**config.mk**
```make
export PLATFORM = sky130hd
export DESIGN_NAME = pec_snapshot_controller
export DESIGN_NICKNAME = d
export VERILOG_FILES = /design/src/rtl/pec_snapshot_controller.sv
export SDC_FILE = /design/constraint.sdc
export NUM_CORES = 2
export LEC_CHECK = 0
export BUFFER_PORTS_ARGS = -buffer_cell sky130_fd_sc_hd__buf_2
export CAP_MARGIN = 5
export CORE_AREA = 5 5 629 631
export CTS_CLUSTER_DIAMETER = 50
export CTS_CLUSTER_SIZE = 16
export DETAILED_ROUTE_END_ITERATION = 8
export DIE_AREA = 0 0 634 636
export PLACE_DENSITY = 0.32
export SLEW_MARGIN = 25
export SYNTH_ARGS = -nofsm -noshare
export SYNTH_HDL_FRONTEND = slang
export SYNTH_SLANG_ARGS = --single-unit
```
**constraint.sdc**
```tcl
create_clock -name clk -period 2.6 [get_ports clk]
set_input_delay 0.39 -clock clk [delete_from_list [all_inputs] [get_ports clk]]
set_output_delay 0.39 -clock clk [all_outputs]
set_load 0.03 [all_outputs]
```
**src/rtl/pec_snapshot_controller.sv**
```systemverilog
// pec_snapshot_controller
// Sequences the performance event counter bank: decides when to snapshot the
// counters, clears them in the same cycle the snapshot is taken (the bank loads
// that cycle's events on clear, so nothing is lost), and hands the snapshot to
// the DMA packer over a valid/ready handshake.
//
// state      | meaning
// -----------+-----------------------------------------------------------
// ST_IDLE    | waiting for a capture request (ext, near-full, timer)
// ST_CAPTURE | one cycle: pulse clear_counters, latch counters into snap_data
// ST_SEND    | snap_valid high, packet held stable until snap_ready
module pec_snapshot_controller #(
   parameter int NUM_COUNTERS  = 115,
   parameter int COUNTER_WIDTH = 7,
   parameter int NEAR_FULL_TH  = 120,
   parameter int PERIOD        = 1024
) (
   input  logic                                    clk,
   input  logic                                    rst_n,
   input  logic                                    enable,
   input  logic                                    trigger,
   input  logic [NUM_COUNTERS*COUNTER_WIDTH-1:0]   counters,
   output logic                                    clear_counters,
   output logic                                    snap_valid,
   input  logic                                    snap_ready,
   output logic [NUM_COUNTERS*COUNTER_WIDTH-1:0]   snap_data,
   output logic [2:0]                              snap_reason,
   output logic [7:0]                              snap_dropped,
   output logic                                    snap_wrap_risk
);

   localparam int TW = (PERIOD > 1) ? $clog2(PERIOD) : 1;
   localparam logic          TIMER_EN   = (PERIOD != 0);
   localparam logic [TW-1:0] TIMER_LAST = TW'((PERIOD > 0) ? PERIOD - 1 : 0);

   localparam logic [1:0] ST_IDLE    = 2'd0;
   localparam logic [1:0] ST_CAPTURE = 2'd1;
   localparam logic [1:0] ST_SEND    = 2'd2;

   logic [1:0]    state;
   logic [1:0]    state_nxt;
   logic [TW-1:0] timer;
   logic          timer_hit;
   logic          pend_timer;
   logic          near_full;
   logic          req;
   logic          go_capture;
   logic          trig_en;
   logic [7:0]    drop_cnt;
   logic          wrap_sticky;

   // near-full trigger: any counter at or above the threshold
   always_comb begin
      near_full = 1'b0;
      for (int i = 0; i < NUM_COUNTERS; i++) begin
         if (int'(counters[i*COUNTER_WIDTH +: COUNTER_WIDTH]) >= NEAR_FULL_TH) begin
            near_full = 1'b1;
         end
      end
   end

   assign timer_hit  = TIMER_EN && (timer == TIMER_LAST);
   assign req        = enable & (trigger | near_full | timer_hit | pend_timer);
   assign go_capture = (state == ST_IDLE) && req;
   assign trig_en    = trigger & enable;

   // state decode drives the handshake directly; snap_ready only reaches state_nxt
   assign clear_counters = (state == ST_CAPTURE);
   assign snap_valid     = (state == ST_SEND);

   // next-state selection
   always_comb begin
      state_nxt = state;
      case (state)
         ST_IDLE:    if (req) state_nxt = ST_CAPTURE;
         ST_CAPTURE: state_nxt = ST_SEND;
         ST_SEND:    if (snap_ready) state_nxt = ST_IDLE;
         default:    state_nxt = ST_IDLE;
      endcase
   end

   // state register
   always_ff @(posedge clk) begin
      if (!rst_n) begin
         state <= ST_IDLE;
      end else begin
         state <= state_nxt;
      end
   end

   // periodic timer: wraps on hit, and starts from zero when a capture begins
   always_ff @(posedge clk) begin
      if (!rst_n || !TIMER_EN) begin
         timer <= '0;
      end else if (go_capture || timer_hit) begin
         timer <= '0;
      end else begin
         timer <= timer + 1'b1;
      end
   end

   // a timer hit that arrives while busy is remembered until the next capture
   always_ff @(posedge clk) begin
      if (!rst_n) begin
         pend_timer <= 1'b0;
      end else if (state == ST_CAPTURE) begin
         pend_timer <= 1'b0;
      end else if (timer_hit && (state != ST_IDLE)) begin
         pend_timer <= 1'b1;
      end
   end

   // reason bits are taken from the request cycle itself
   always_ff @(posedge clk) begin
      if (!rst_n) begin
         snap_reason <= 3'b000;
      end else if (go_capture) begin
         snap_reason <= {timer_hit | pend_timer, near_full, trigger};
      end
   end

   // snapshot latched at the end of the clear cycle
   always_ff @(posedge clk) begin
      if (!rst_n) begin
         snap_data <= '0;
      end else if (state == ST_CAPTURE) begin
         snap_data <= counters;
      end
   end

   // missed triggers while busy; a trigger during CAPTURE belongs to the next packet
   always_ff @(posedge clk) begin
      if (!rst_n) begin
         drop_cnt     <= 8'd0;
         snap_dropped <= 8'd0;
      end else if (state == ST_CAPTURE) begin
         snap_dropped <= drop_cnt;
         drop_cnt     <= trig_en ? 8'd1 : 8'd0;
      end else if ((state == ST_SEND) && trig_en && (drop_cnt != 8'hFF)) begin
         drop_cnt <= drop_cnt + 8'd1;
      end
   end

   // a counter near wrap while the packet is held means its count may have wrapped
   always_ff @(posedge clk) begin
      if (!rst_n) begin
         wrap_sticky    <= 1'b0;
         snap_wrap_risk <= 1'b0;
      end else if (state == ST_CAPTURE) begin
         snap_wrap_risk <= wrap_sticky;
         wrap_sticky    <= 1'b0;
      end else if ((state == ST_SEND) && near_full) begin
         wrap_sticky <= 1'b1;
      end
   end

endmodule
```
==> reports/metrics.yaml <==
final_util_pct: 15.8
synthCells: 3801
startpoint_type: "input pin"
cts.sinks: 839
clock_power_share_pct: 54.8
synth_top_area_cell: "dfxtp_1"
port-buffer-count: 1628
worst_ep_arrival_time_ns: 3.24
syn-num-nets: 4613
pwr-share-seq_pct: 29.2
status: "finished clean"
async_flop_share_pct: 0
drc: 0
dieWidth_um: 634
hold_viol: 0
power_per_cell_area_nw_per_um2: 772
synth_top_cells_by_count: "nand2_1 (1635), dfxtp_1 (839), a21oi_1 (819)"
ff2ff_setup_slack_ns: 0.22
grt_pass1_vias: 40400
nNetsFinal: 7246
finalSetupTns_ns: 0
die_height_um: 636
wl_met1_um: 139000
final-seq-area_um2: 16800
ys_ff_latch: 839
grt_use_total_pct: 17.4
cp_max_fo: 8
p_leak_nw: 25.7
slew_viol_final: 0
synth-edff-count: 0
drv_cap: 0
grt_pass1_wl_um: 454000
synth.most_common_cell: "nand2_1"
synth_top_cell_area_share_pct: 56.7
fillCellCount: 44700
top_layer: "met5"
multi_input_area_um2: 11800
peakVddDrop_mv: 0.552
worstReg2RegStart: "state[1]"
num_vias: 39400
routedWlPerCell_um: 30.9
firstDrtPassIters: 5
switchingPower_mw: 15.0
ioPinCount: 1629
min_period_over_period_pct: 95.0
min_period_ns: 2.47
synth_cell_types: 40
grt_overflow: 0
drt_iter0_markers: 2313
tritoncts: "yes"
finalPower_mw: 47.5
cp.required_ns: 3.37
yosys_warnings: 0
met2WireLength_um: 174000
slew_headroom_pct: 50.6
cts_max_level: 4
startpoint: "counters[496]"
clk_pin_slew_worst_paths_ns: 0.06
final_antenna_net_count: 0
ys_seq_area_share_pct: 56.7
worst_slew_pin_slew_ns: 0.741
via_per_inst: 3.32
netlist_area_um2: 29600
antenna_found_initial: 175
cts-root-buf: "clkbuf_16"
syn_to_final_growth_pct: 107
gp_congestion: 0.909
ys_top_cells_by_area: "dfxtp_1 (57%), nand2_1 (21%), a21oi_1 (14%)"
rsz0062_at_grt: "false"
dieArea_um2: 403000
fp-row-count: 229
p_comb_share_pct: 16.0
swShare_pct: 31.6
p_int_mw: 32.4
design.core.area_um2: 389000
crit_type: "input pin to flop"
clkLatencyLatePin_ns: 0.94
clk_path_buf_depth: 4
hold_path_class: "input pin to flop"
start_util_pct: 7.63
cts_buffers: 198
max_clock_freq_mhz: 405
clock_skew_ns: 0.0629
hold_depth: 4
finalSetupViolations: 0
cp-end-kind: "flop"
grt_start_max_net_pins: 117
wl_um: 366000
wl_met3_um: 42200
timing.rr.end: "drop_cnt[0]"
syn_avg_cell_area_um2: 7.80
place_hpwl_um: 319000
reg2reg_depth: 6
synth-main-ff-cell: "dfxtp_1"
drive_gt1_share_pct: 34.4
worstSetupEndpoint: "timer[3]"
==> logic make-up (layout without fill, tap and decap cells) <==
kind of cell | after synthesis | in the layout | share of synthesized area [%]
AOI/OAI and AO/OA | 840 | 840 | 14.4
xor gates and xnor gates | 13 | 13 | 0.384
adders and majority gates | 2 | 2 | 0.0844
buffers and inverters | 280 | 3076 | 3.73
DFF | 839 | 839 | 56.7
muxes | 1 | 1 | 0.0338
other | 0 | 47 | 0
and+or+nand+nor | 1826 | 1826 | 24.7
==> timing repair <==
| action | 4_1_cts | 5_1_grt |
|---|---|---|
| setup endpoints to repair | 1 | 9 |
| hold buffers | 806 | 0 |
| hold endpoints to repair | 810 | 0 |
| resized for setup | 2 | 6 |
| setup buffers | 1 | 0 |
| cloned | 0 | 0 |
==> cells in the final DEF (no fill, tap or decap), drive strengths merged, types with 6 or more instances in the layout <==
cell         instances
dlygate4sd3        806
xor2                 9
nor2                12
inv                 33
nand3                8
clkinvlp            31
diode               47
nor4                 6
clkbuf             243
nand4              148
dfxtp              839
nand2             1635
buf               1903
clkinv              46
a21oi              819
bufinv              14
==> area by class of cell <==
cell class              count  area share [%]
flip-flops and latches    839            27.3
clock buffers             243            8.84
multi-input cells        2682            19.2
diodes                     47           0.191
inverters                   4          0.0631
clock inverters           120            2.32
repair buffers           2709            31.5
well taps                5197            10.6
==> metrics by stage <==
stage	std cells	worst slack (ns)	hold slack (ns)	area [µm²]
finish	11800	0.130	0.0782	61500
global route	11800	0.00968	0.0622	61400
CTS	11800	0.00209	0.0132	61400
detailed placement	10600	-0.943	0.443	46400
global placement	10600	-1.39	0.439	46400
floorplan	3801	0.765	0.432	29600
==> sequential cells by signal, summed over array words and instances, names as in the netlist <==
name            flops
state               2
timer              10
drop_cnt            8
snap_dropped        8
pend_timer          1
snap_wrap_risk      1
snap_reason         3
wrap_sticky         1
snap_data         805
==> critical path, cell delays in order <==
cell           delay, ns
dlygate4sd3_1       0.64
buf_2               0.25
nand4_1             0.23
nand4_1             0.15
buf_4               0.20
nor4_2              0.20
buf_4               0.17
and4_1              0.22
buf_4               0.15
nand4_4             0.18
a2111oi_1           0.43
==> power by group through the flow <==
stage	clock network (mW)	registers, mW	logic, mW
after floorplan	0	15.3	1.36
after global placement	0	14.1	6.66
after detailed placement	0	14.1	6.65
after CTS	26.9	13.8	7.87
after global routing	27.5	13.9	8.15
final	26.0	13.8	7.60
==> how the worst min path moves through the flow <==
stage                           endpoint            from
after global placement    snap_data[727]  snap_data[727]
after floorplan           snap_wrap_risk     wrap_sticky
after detailed placement  snap_data[543]  snap_data[543]
after global routing       snap_data[87]    counters[87]
after CTS                 snap_data[258]   counters[258]
final                      snap_data[87]    counters[87]
==> layer usage <==
metal | track usage, % | up-vias
li1 | - | 17900
met1 | 19.2 | 19100
met2 | 29.6 | 1782
met3 | 8.57 | 539
met4 | 4.15 | 24
met5 | 0 | -
No activity file was read; power rests on OpenSTA's default activity.
